$ cat src/rtl/vga_frame_checker_pkg.sv
// Shared types and constants for the VGA frame checker.
package vga_frame_checker_pkg;

  typedef enum logic [1:0] {
    IDLE    = 2'd0,
    ARM     = 2'd1,
    MEASURE = 2'd2
  } frame_state_t;

  localparam int unsigned PIXEL_W        = 24;
  localparam logic [10:0] MIN_X_SENTINEL = 11'h7FF;
  localparam logic [9:0]  MIN_Y_SENTINEL = 10'h3FF;
  localparam logic [19:0] COUNT_MAX      = 20'hFFFFF;

endpackage

$ cat src/rtl/vga_frame_checker_bbox_accumulator.sv
// Bounding box and saturating hit count over a stream of (x, y) hits.
// Outputs are the updated values including the current cycle's hit, so the
// owner can snapshot a result that contains a hit landing on the same cycle.
module vga_frame_checker_bbox_accumulator
  import vga_frame_checker_pkg::*;
(
  input  logic        clk,
  input  logic        reset,
  input  logic        clear,
  input  logic        enable,
  input  logic [10:0] x,
  input  logic [9:0]  y,
  output logic [19:0] count,
  output logic [10:0] min_x,
  output logic [10:0] max_x,
  output logic [9:0]  min_y,
  output logic [9:0]  max_y
);

  logic [19:0] count_q;
  logic [10:0] min_x_q;
  logic [10:0] max_x_q;
  logic [9:0]  min_y_q;
  logic [9:0]  max_y_q;

  // Fold the current hit into the stored box and count.
  always_comb begin
    count = count_q;
    min_x = min_x_q;
    max_x = max_x_q;
    min_y = min_y_q;
    max_y = max_y_q;
    if (enable) begin
      if (count_q != COUNT_MAX) count = count_q + 20'd1;
      if (x < min_x_q) min_x = x;
      if (x > max_x_q) max_x = x;
      if (y < min_y_q) min_y = y;
      if (y > max_y_q) max_y = y;
    end
  end

  // Hold the accumulated state; clear restores the empty-box sentinels.
  always_ff @(posedge clk) begin
    if (reset || clear) begin
      count_q <= '0;
      min_x_q <= MIN_X_SENTINEL;
      max_x_q <= '0;
      min_y_q <= MIN_Y_SENTINEL;
      max_y_q <= '0;
    end else begin
      count_q <= count;
      min_x_q <= min_x;
      max_x_q <= max_x;
      min_y_q <= min_y;
      max_y_q <= max_y;
    end
  end

endmodule

$ cat config.mk
export PLATFORM = sky130hd
export DESIGN_NAME = vga_frame_checker_bbox_accumulator
export DESIGN_NICKNAME = d
export VERILOG_FILES = /design/src/rtl/vga_frame_checker_pkg.sv /design/src/rtl/vga_frame_checker_bbox_accumulator.sv
export SDC_FILE = /design/constraint.sdc
export NUM_CORES = 1
export LEC_CHECK = 0
export BUFFER_PORTS_ARGS = -buffer_cell sky130_fd_sc_hd__buf_4
export CAP_MARGIN = 20
export CORE_ASPECT_RATIO = 0.7
export CORE_MARGIN = 3
export CORE_UTILIZATION = 50
export DETAILED_ROUTE_END_ITERATION = 8
export PLACE_DENSITY = 0.7
export SLEW_MARGIN = 5
export SYNTH_ARGS = -nofsm -noshare
export SYNTH_HDL_FRONTEND = slang
export SYNTH_SLANG_ARGS = --single-unit
$ cat constraint.sdc
create_clock -name clk -period 5.5 [get_ports clk]
set_clock_uncertainty 0.2 [all_clocks]
set_input_delay 0 -clock clk [delete_from_list [all_inputs] [get_ports clk]]
set_output_delay 0 -clock clk [all_outputs]
set_load 0.02 [all_outputs]
==> flow_metrics.env, run 1 <==
export IMPL_status="finished, final reports clean"
export IMPL_core_um2=7970
export IMPL_crit_chain="inv_1 > ha_1 > nand4_1 > a211oi_1 > a2111oi_1 > nor3_2 > buf_4 > mux2_2 > buf_4"
export IMPL_fin_nets=655
export IMPL_synth_cell_types=49
export IMPL_yosys_top_cells_area="dfxtp_1 30%, ha_1 12%, mux2_2 7.0%"
export IMPL_fin_crit_sh_pct=60.8
export IMPL_cts_tree="yes"
export IMPL_worst_path_largest_cell_delay_ps=710
export IMPL_track_usage_pct=23.1
export IMPL_synth_cells=489
export IMPL_setup_viol=0
export IMPL_p_clk_share_pct=41.7
export IMPL_clockBufferDepth=2
export IMPL_p_sw_uw=353
export IMPL_seqPwrFrac_pct=36.9
export IMPL_arrival_ps=3140
export IMPL_drive_gt1_share_pct=24.0
export IMPL_yosysTopAreaCellShare_pct=29.9
export IMPL_synth_seq_area_share_pct=29.9
export IMPL_yosysTopAreaCell="dfxtp_1"
export IMPL_maxCapViolCount=0
export IMPL_grt_pass1_wl_um=17100
export IMPL_insertion_delay_ps=330
export IMPL_wl_um=10500
export IMPL_grt_pass1_vias=3595
export IMPL_relSlewSlack_pct=36.2
export IMPL_slew_viol_final=0
export IMPL_total_leakage_power_nw=2.52
export IMPL_n_antenna_cell=0
export IMPL_critPathRequiredTime_ps=5300
export IMPL_fin_ws_ps=2160
export IMPL_clock_sinks=62
export IMPL_final_cell_mix="89 x buf_4, 62 x dfxtp_1, 47 x inv_1, 44 x nand2_1, 41 x ha_1"
export IMPL_synth_nets=555
export IMPL_ant_nets=0
export IMPL_syn_area_per_cell_um2=8.50
export IMPL_hold_path_class="input pin to flop"
export IMPL_port_buffer_count=86
export IMPL_initial_core_util_pct=52.2
export IMPL_end_kind="output port"
export IMPL_die_area_um2=9460
export IMPL_gp_congestion=0.847
export IMPL_final_common_cell="buf_4"
export IMPL_wl_per_cell_um=15.2
export IMPL_synth_seq_cells=62
export IMPL_crit_fanout=11
export IMPL_first_pass_iters=4
export IMPL_async_flop_share_pct=0
export IMPL_place_ws_ps=2560
export IMPL_dpl_cell_area_um2=4860
export IMPL_fmax_mhz=299
export IMPL_fill_cells=705
export IMPL_final_cell_area_um2=5360
export IMPL_switching_share_pct=27.8
export IMPL_root_buffer="clkbuf_16"
export IMPL_cts_buffers=9
export IMPL_pwr_share_comb_pct=21.5
export IMPL_rsz0062_at_grt="no"
export IMPL_power_density_nw_per_um2=237
export IMPL_die_y_um=82.3
export IMPL_syn_area_um2=4160
export IMPL_critPathKind="flop to output port"
export IMPL_fin_tns_setup_ps=0
export IMPL_tightest_slew_ps=955
export IMPL_yosys_warnings=0
export IMPL_overflow=0
export IMPL_hpwl_um=7580
export IMPL_dp_cells=657
export IMPL_io_pins=87
export IMPL_synth_edf_count=0
export IMPL_intPower_uw=917
export IMPL_htreeDepth=3
export IMPL_path_clk_slew_ps=50
export IMPL_antenna_found_initial=0
export IMPL_vias=3785
export IMPL_drt_iter0_drc=180
export IMPL_critPathSlowestCell="nor3_2"
export IMPL_holdWs_ps=43.3
export IMPL_ctsResizeCount=0
export IMPL_ys_flop_type="dfxtp_1"
export IMPL_finalNonFillerCells=693
export IMPL_ir_drop_uv=149
export IMPL_avgViaCountPerCell=5.46
export IMPL_grt_start_max_net_pins=48
export IMPL_num_rows=27
export IMPL_cpMostUsedCell="buf_4"
export IMPL_area_growth_pct=28.9
export IMPL_min_period_ps=3340
export IMPL_worstSetupStartpointType="flop"
export IMPL_drc=0
export IMPL_die_w_um=115
export IMPL_hold_viol=0
what timing repair did:
| action | CTS | global route |
|---|---|---|
| hold buffers | 22 | 0 |
| hold endpoints to repair | 42 | 0 |
| buffers inserted | 0 | 0 |
Yosys cell counts, drive strengths merged, types with 17 or more instances:
cell type / instances
mux2: 27
ha: 41
o211ai: 20
dfxtp: 62
inv: 47
o21ai: 30
nor2: 32
nand2: 44
a21oi: 22
and2: 17
nand3: 20
mux2i: 24
final timing paths:
check | from | to | slack (ps) | cells past startpoint
worst max-delay path | max_x_q[8] | max_x[5] | 2160 | 9
worst min-delay path | reset | min_y_q[6] | 40 | 4
worst max register to register | max_x_q[8] | max_x_q[6] | 2700 | 8
worst min register to register | max_x_q[4] | max_x_q[4] | 270 | 2
final cells by class:
| cell class | count | area [um^2] | share of cell area (%) |
|---|---|---|---|
| Multi-Input combinational cell | 358 | 2650 | 49.5 |
| Sequential cell | 62 | 1240 | 23.2 |
| Timing Repair Buffer | 111 | 888 | 16.6 |
| Clock buffer | 13 | 270 | 5.04 |
| Inverter | 47 | 176 | 3.29 |
| Tap cell | 101 | 126 | 2.36 |
| Clock inverter | 1 | 5.00 | 0.0934 |
sequential cells by signal, summed over array words and instances (netlist names):
name     flops
max_y_q     10
min_x_q     11
max_x_q     11
count_q     20
min_y_q     10
worst max-delay path, delay by kind of cell (launching register included):
family | cells | cell delay [ps]
fa+ha+maj | 1 | 300
compound gates | 2 | 360
buf+inv | 3 | 570
simple gates | 2 | 860
mux | 1 | 360
flops | 1 | 360
logic make-up after synthesis:
kind of cell / after synthesis / synth area share [%]
mux: 51 / 13.2
simple gates: 156 / 18.7
fa+ha+maj: 41 / 12.3
xor+xnor: 9 / 1.90
buf+inv: 69 / 6.65
flops: 62 / 29.9
compound gates: 101 / 17.4
power groups by stage:
stage | combinational, mW | sequential (mW) | clock [mW]
finish | 0.273 | 0.468 | 0.529
global placement | 0.253 | 0.477 | 0
detailed placement | 0.259 | 0.477 | 0
global route | 0.299 | 0.469 | 0.561
CTS | 0.273 | 0.468 | 0.543
floorplan | 0.165 | 0.475 | 0
routing by layer:
layer | global-route usage, % | part of all wire, % | routed length, um | vias to the layer above
li1 | - | - | - | 1942
met5 | 0 | 0 | 0 | -
met4 | 7.50 | 0.76 | 80 | 0
met2 | 36.5 | 45 | 4730 | 75
met3 | 5.54 | 4.3 | 448 | 6
met1 | 31.2 | 50 | 5270 | 1762
stage by stage:
| stage | util [%] | power [mW] |
|---|---|---|
| final | 67.2 | 1.27 |
| after global routing | 67.2 | 1.33 |
| after CTS | 67.2 | 1.28 |
| after detailed placement | 61.0 | 0.736 |
| after global placement | 61.0 | 0.730 |
| after floorplan | - | 0.640 |
(Power assumes the default switching activity.)
==> run 2: changes to the inputs <==
--- a/config.mk
+++ b/config.mk
@@ -11,7 +11,7 @@
 export CORE_MARGIN = 3
 export CORE_UTILIZATION = 50
 export DETAILED_ROUTE_END_ITERATION = 8
-export PLACE_DENSITY = 0.7
+export PLACE_DENSITY = 0.73
 export SLEW_MARGIN = 5
 export SYNTH_ARGS = -nofsm -noshare
 export SYNTH_HDL_FRONTEND = slang
==> constraint.sdc (replaced) <==
create_clock -name clk -period 3 [get_ports clk]
set_clock_uncertainty 0.2 [all_clocks]
set_input_delay 0 -clock clk [delete_from_list [all_inputs] [get_ports clk]]
set_output_delay 0 -clock clk [all_outputs]
set_load 0.02 [all_outputs]
==> run 2 against run 1 <==
Effect of this change: clock-buffer cell count is 1 lower; global-route usage is 0.30 points higher; final cell count is 0.87% higher; first-iteration DRC count rose by 34%; power rose by 80%; sequential power rose by 83%.
==> flow_metrics.env, run 2 (synthesis gave the netlist of run 1 again) <==
export IMPL_n_antenna_cell=0
export IMPL_fill_cells=654
export IMPL_final_common_cell="buf_4"
export IMPL_multi_input_area_um2=2660
export IMPL_core_um2=7970
export IMPL_first_pass_iters=4
export IMPL_gp_congestion=0.829
export IMPL_cts_buffers=9
export IMPL_wl_um=10800
export IMPL_regArea_um2=1240
export IMPL_grt_start_max_net_pins=48
export IMPL_track_usage_pct=23.4
export IMPL_path_clk_slew_ps=50
export IMPL_slew_viol_final=0
export IMPL_maxCapViolCount=0
export IMPL_fin_crit_sh_pct=93.6
export IMPL_drive_gt1_share_pct=24.7
export IMPL_critPathRequiredTime_ps=2800
export IMPL_fin_nets=661
export IMPL_fmax_mhz=356
export IMPL_largest_register_ffs=20
export IMPL_die_w_um=115
export IMPL_power_density_nw_per_um2=425
export IMPL_finalPower_mw=2.29
export IMPL_port_buffer_count=86
export IMPL_arrival_ps=2610
export IMPL_total_leakage_power_nw=2.54
export IMPL_vias=3838
export IMPL_relSlewSlack_pct=49.6
export IMPL_clockBufferDepth=2
export IMPL_rsz0062_at_grt="no"
export IMPL_worstSetupStartpointType="input pin"
export IMPL_die_y_um=82.3
export IMPL_clock_sinks=62
export IMPL_area_growth_pct=29.6
export IMPL_top_regs="count_q x20, max_x_q x11, min_x_q x11"
export IMPL_wl_per_cell_um=15.4
export IMPL_cts_tree="yes"
export IMPL_initial_core_util_pct=52.2
export IMPL_die_area_um2=9460
export IMPL_insertion_delay_ps=330
export IMPL_crit_fanout=20
export IMPL_end_kind="output port"
export IMPL_grt_pass1_wl_um=17700
export IMPL_finalNonFillerCells=699
export IMPL_status="finished, final reports clean"
export IMPL_drt_iter0_drc=242
export IMPL_grt_pass1_vias=3785
export IMPL_critPathKind="input pin to output port"
export IMPL_avgViaCountPerCell=5.49
export IMPL_hold_viol=0
export IMPL_drc=0
export IMPL_htreeDepth=3
export IMPL_final_cell_mix="95 x buf_4, 62 x dfxtp_1, 47 x inv_1, 44 x nand2_1, 41 x ha_1"
export IMPL_hold_path_class="input pin to flop"
export IMPL_dp_cells=663
export IMPL_hpwl_um=7810
export IMPL_num_rows=27
export IMPL_top_register="count_q"
export IMPL_fin_tns_setup_ps=0
export IMPL_antenna_found_initial=0
export IMPL_min_period_ps=2810
export IMPL_overflow=0
export IMPL_ant_nets=0
export IMPL_io_pins=87
export IMPL_setup_viol=0
export IMPL_ir_drop_uv=340
export IMPL_root_buffer="clkbuf_16"
export IMPL_tightest_slew_ps=752
run 2: per-stage QoR:
stage	utilization, %	cell area [um^2]	hold slack, ps	setup slack, ps
after floorplan	-	4160	-57.9	635
after global placement	61.6	4910	101	576
after detailed placement	61.6	4910	118	483
after CTS	67.5	5390	23.9	132
after global routing	67.6	5390	57.4	58.7
final	67.6	5390	40.4	192
run 2: path summary, 6_finish.rpt:
check / startpoint / to / slack [ps] / cells after the start
hold / removal: reset / min_y_q[5] / 40 / 4
setup reg to reg: count_q[0] / count_q[1] / 580 / 6
setup / recovery: y[3] / min_y[0] / 190 / 8
hold reg to reg: max_x_q[3] / max_x_q[3] / 280 / 2
run 2: layer usage:
| metal | GRT usage, % | part of all wire [%] |
|---|---|---|
| met5 | 0 | 0 |
| met4 | 5.98 | 1.2 |
| met3 | 7.06 | 6.7 |
| met2 | 37.4 | 45 |
| met1 | 31.1 | 47 |
run 2: layout make-up:
class,instances,area share [%]
multi-input cells,358,49.3
flip-flops and latches,62,23.0
repair buffers,117,17.3
clock buffers,12,4.57
inverters,47,3.27
well taps,101,2.34
clock inverters,2,0.186
run 2: power by group:
group | internal [mW] | switching (mW) | total [mW]
logic | 0.229 | 0.284 | 0.513
registers | 0.846 | 0.0119 | 0.858
clock network | 0.569 | 0.348 | 0.917
total | 1.64 | 0.644 | 2.29
run 2: repair_timing:
action,CTS,global route
buffers inserted,0,0
endpoints found under the hold margin,42,0
endpoints found under the setup margin,0,10
hold buffers,22,0
resized for setup,0,1
run 2: worst max-delay path: stages:
cell	delay (ps)
dlygate4sd3_1	540
buf_4	160
ha_1	290
o21a_1	170
o211ai_1	610
o21a_4	370
mux2_4	320
buf_4	160
==> run 3: changes to the inputs <==
--- a/config.mk
+++ b/config.mk
@@ -7,12 +7,13 @@
 export LEC_CHECK = 0
 export BUFFER_PORTS_ARGS = -buffer_cell sky130_fd_sc_hd__buf_4
 export CAP_MARGIN = 20
+export CELL_PAD_IN_SITES_DETAIL_PLACEMENT = 0
+export CELL_PAD_IN_SITES_GLOBAL_PLACEMENT = 1
 export CORE_ASPECT_RATIO = 0.7
 export CORE_MARGIN = 3
-export CORE_UTILIZATION = 50
+export CORE_UTILIZATION = 37
 export DETAILED_ROUTE_END_ITERATION = 8
 export PLACE_DENSITY = 0.73
-export SLEW_MARGIN = 5
 export SYNTH_ARGS = -nofsm -noshare
 export SYNTH_HDL_FRONTEND = slang
 export SYNTH_SLANG_ARGS = --single-unit
==> run 3 against run 2 <==
Effect of this change: clock power grew 16%; clock-buffer cell count is the same; flip-flop and latch count is the same; setup slack lost 35 ps; via count shrank 0.23%; sequential power is essentially flat; critical path depth grew 2; maximum frequency shrank 1.2%; wire length grew 4.8%; critical path type unchanged; largest cell class unchanged.
==> flow_metrics.env, run 3 (synthesis gave the netlist of run 1 again) <==
export IMPL_arrival_ps=2640
export IMPL_ir_drop_uv=261
export IMPL_io_pins=87
export IMPL_die_y_um=94.7
export IMPL_fin_ws_ps=157
export IMPL_final_common_cell="buf_4"
export IMPL_die_w_um=133
export IMPL_fill_cells=1030
export IMPL_clock_sinks=62
export IMPL_path_clk_slew_ps=50
export IMPL_dp_cells=707
export IMPL_area_growth_pct=32.3
export IMPL_power_density_nw_per_um2=442
export IMPL_dpl_cell_area_um2=4940
export IMPL_fin_tns_setup_ps=0
export IMPL_p_clk_share_pct=43.6
export IMPL_timing_rr_start="max_y_q[5]"
export IMPL_maxCapViolCount=0
export IMPL_crit_chain="dlygate4sd3_1 > buf_4 > ha_1 > nand4_1 > a211oi_1 > a2111oi_2 > nor3_2 > buf_4 > mux2_2 > buf_4"
export IMPL_worst_path_largest_cell_delay_ps=540
export IMPL_final_cell_mix="96 x buf_4, 62 x dfxtp_1, 47 x inv_1, 44 x nand2_1, 41 x ha_1"
export IMPL_vias=3829
export IMPL_place_ws_ps=242
export IMPL_ant_nets=0
export IMPL_drive_gt1_share_pct=25.3
export IMPL_critPathKind="input pin to output port"
export IMPL_intPower_mw=1.76
export IMPL_gp_congestion=0.768
export IMPL_min_delay_start="reset"
export IMPL_overflow=0
export IMPL_total_leakage_power_nw=2.56
export IMPL_critPathSlowestCell="dlygate4sd3_1"
export IMPL_track_usage_pct=18.4
export IMPL_fin_crit_sh_pct=94.8
export IMPL_status="finished, final reports clean"
export IMPL_first_pass_iters=4
export IMPL_wl_um=11300
export IMPL_top_regs="count_q x20, max_x_q x11, min_x_q x11"
export IMPL_multi_input_area_um2=2660
export IMPL_largest_register_ffs=20
export IMPL_final_cell_area_um2=5500
export IMPL_grt_pass1_vias=3743
export IMPL_clockBufferDepth=2
export IMPL_fmax_mhz=352
export IMPL_hold_viol=0
export IMPL_holdWs_ps=43.4
export IMPL_rsz0062_at_grt="no"
export IMPL_p_sw_uw=676
export IMPL_crit_path_start="x[8]"
export IMPL_wl_per_cell_um=15.1
export IMPL_grt_start_max_net_pins=48
export IMPL_finalNonFillerCells=749
export IMPL_critical_path_buf_inv_count=4
export IMPL_slew_viol_final=0
export IMPL_antenna_found_initial=0
export IMPL_port_buffer_count=86
export IMPL_top_register="count_q"
export IMPL_pwr_share_comb_pct=21.2
export IMPL_seqPwrFrac_pct=35.2
export IMPL_worstSetupStartpointType="input pin"
export IMPL_n_antenna_cell=0
export IMPL_htreeDepth=3
export IMPL_end_kind="output port"
export IMPL_switching_share_pct=27.8
export IMPL_hpwl_um=8140
export IMPL_cpMostUsedCell="buf_4"
export IMPL_cts_tree="yes"
export IMPL_cts_buffers=9
export IMPL_grt_pass1_wl_um=18500
export IMPL_root_buffer="clkbuf_16"
export IMPL_critPathRequiredTime_ps=2800
export IMPL_die_area_um2=12600
export IMPL_critPathTopFamily="buffers and inverters"
export IMPL_crit_fanout=14
export IMPL_insertion_delay_ps=330
export IMPL_regArea_um2=1240
export IMPL_min_period_ps=2840
export IMPL_drc=0
export IMPL_tightest_slew_ps=751
export IMPL_initial_core_util_pct=39.1
export IMPL_num_rows=31
export IMPL_avgViaCountPerCell=5.11
export IMPL_fin_nets=662
export IMPL_drt_iter0_drc=183
export IMPL_core_um2=10600
export IMPL_relSlewSlack_pct=49.9
export IMPL_hold_path_class="input pin to flop"
export IMPL_setup_viol=0
-- run 3: cell types whose count changed in the layout (fill, tap and decap cells not counted) --
cell,delta
bufinv_16,+1
buf_4,+1
clkbuf_8,+1
clkinv_2,+1
clkbuf_1,-1
-- run 3: path summary, 6_finish.rpt --
| path | end | slack [ps] | cells past startpoint |
|---|---|---|---|
| worst max-delay path | max_x[5] | 160 | 10 |
| worst min-delay path | min_y_q[2] | 40 | 4 |
| worst max register to register | max_y_q[9] | 560 | 8 |
| worst min register to register | max_x_q[7] | 270 | 2 |
-- run 3: area by class of cell --
| cell class | count | area share (%) |
|---|---|---|
| inverters | 47 | 3.21 |
| repair buffers | 118 | 17.1 |
| multi-input cells | 358 | 48.3 |
| flip-flops and latches | 62 | 22.6 |
| clock inverters | 4 | 0.819 |
| well taps | 148 | 3.37 |
| clock buffers | 12 | 4.66 |
-- run 3: per-layer routing --
layer	GRT usage, %	vias to the layer above	wire, um
li1	-	1961	-
met1	25.5	1762	5790
met2	28.1	90	4760
met3	4.95	16	587
met4	5.28	0	155
met5	0	-	0
-- run 3: power groups by stage --
| stage | Clock (mW) | Combinational [mW] | Sequential [mW] |
|---|---|---|---|
| after global placement | 0 | 0.479 | 0.874 |
| after CTS | 1.09 | 0.515 | 0.857 |
| after global routing | 1.12 | 0.565 | 0.860 |
| after floorplan | 0 | 0.302 | 0.872 |
| final | 1.06 | 0.515 | 0.857 |
| after detailed placement | 0 | 0.488 | 0.875 |
-- run 3: tightest hold or removal path, cell delays in order --
cell	delay, ps
buf_4	90
nor2_2	30
buf_4	280
o211ai_1	140
-- run 3: through the flow --
step | total power, mW | utilization [%]
floorplan | 1.17 | -
global placement | 1.35 | 46.5
detailed placement | 1.36 | 46.5
CTS | 2.46 | 51.5
global route | 2.55 | 51.8
finish | 2.43 | 51.8
-- run 3: what timing repair did --
action	4_1_cts	5_1_grt
gates resized for setup	0	1
endpoints found under the setup margin	7	11
hold buffers	22	0
buffers inserted	1	3
endpoints found under the hold margin	42	0
pin swaps	1	1
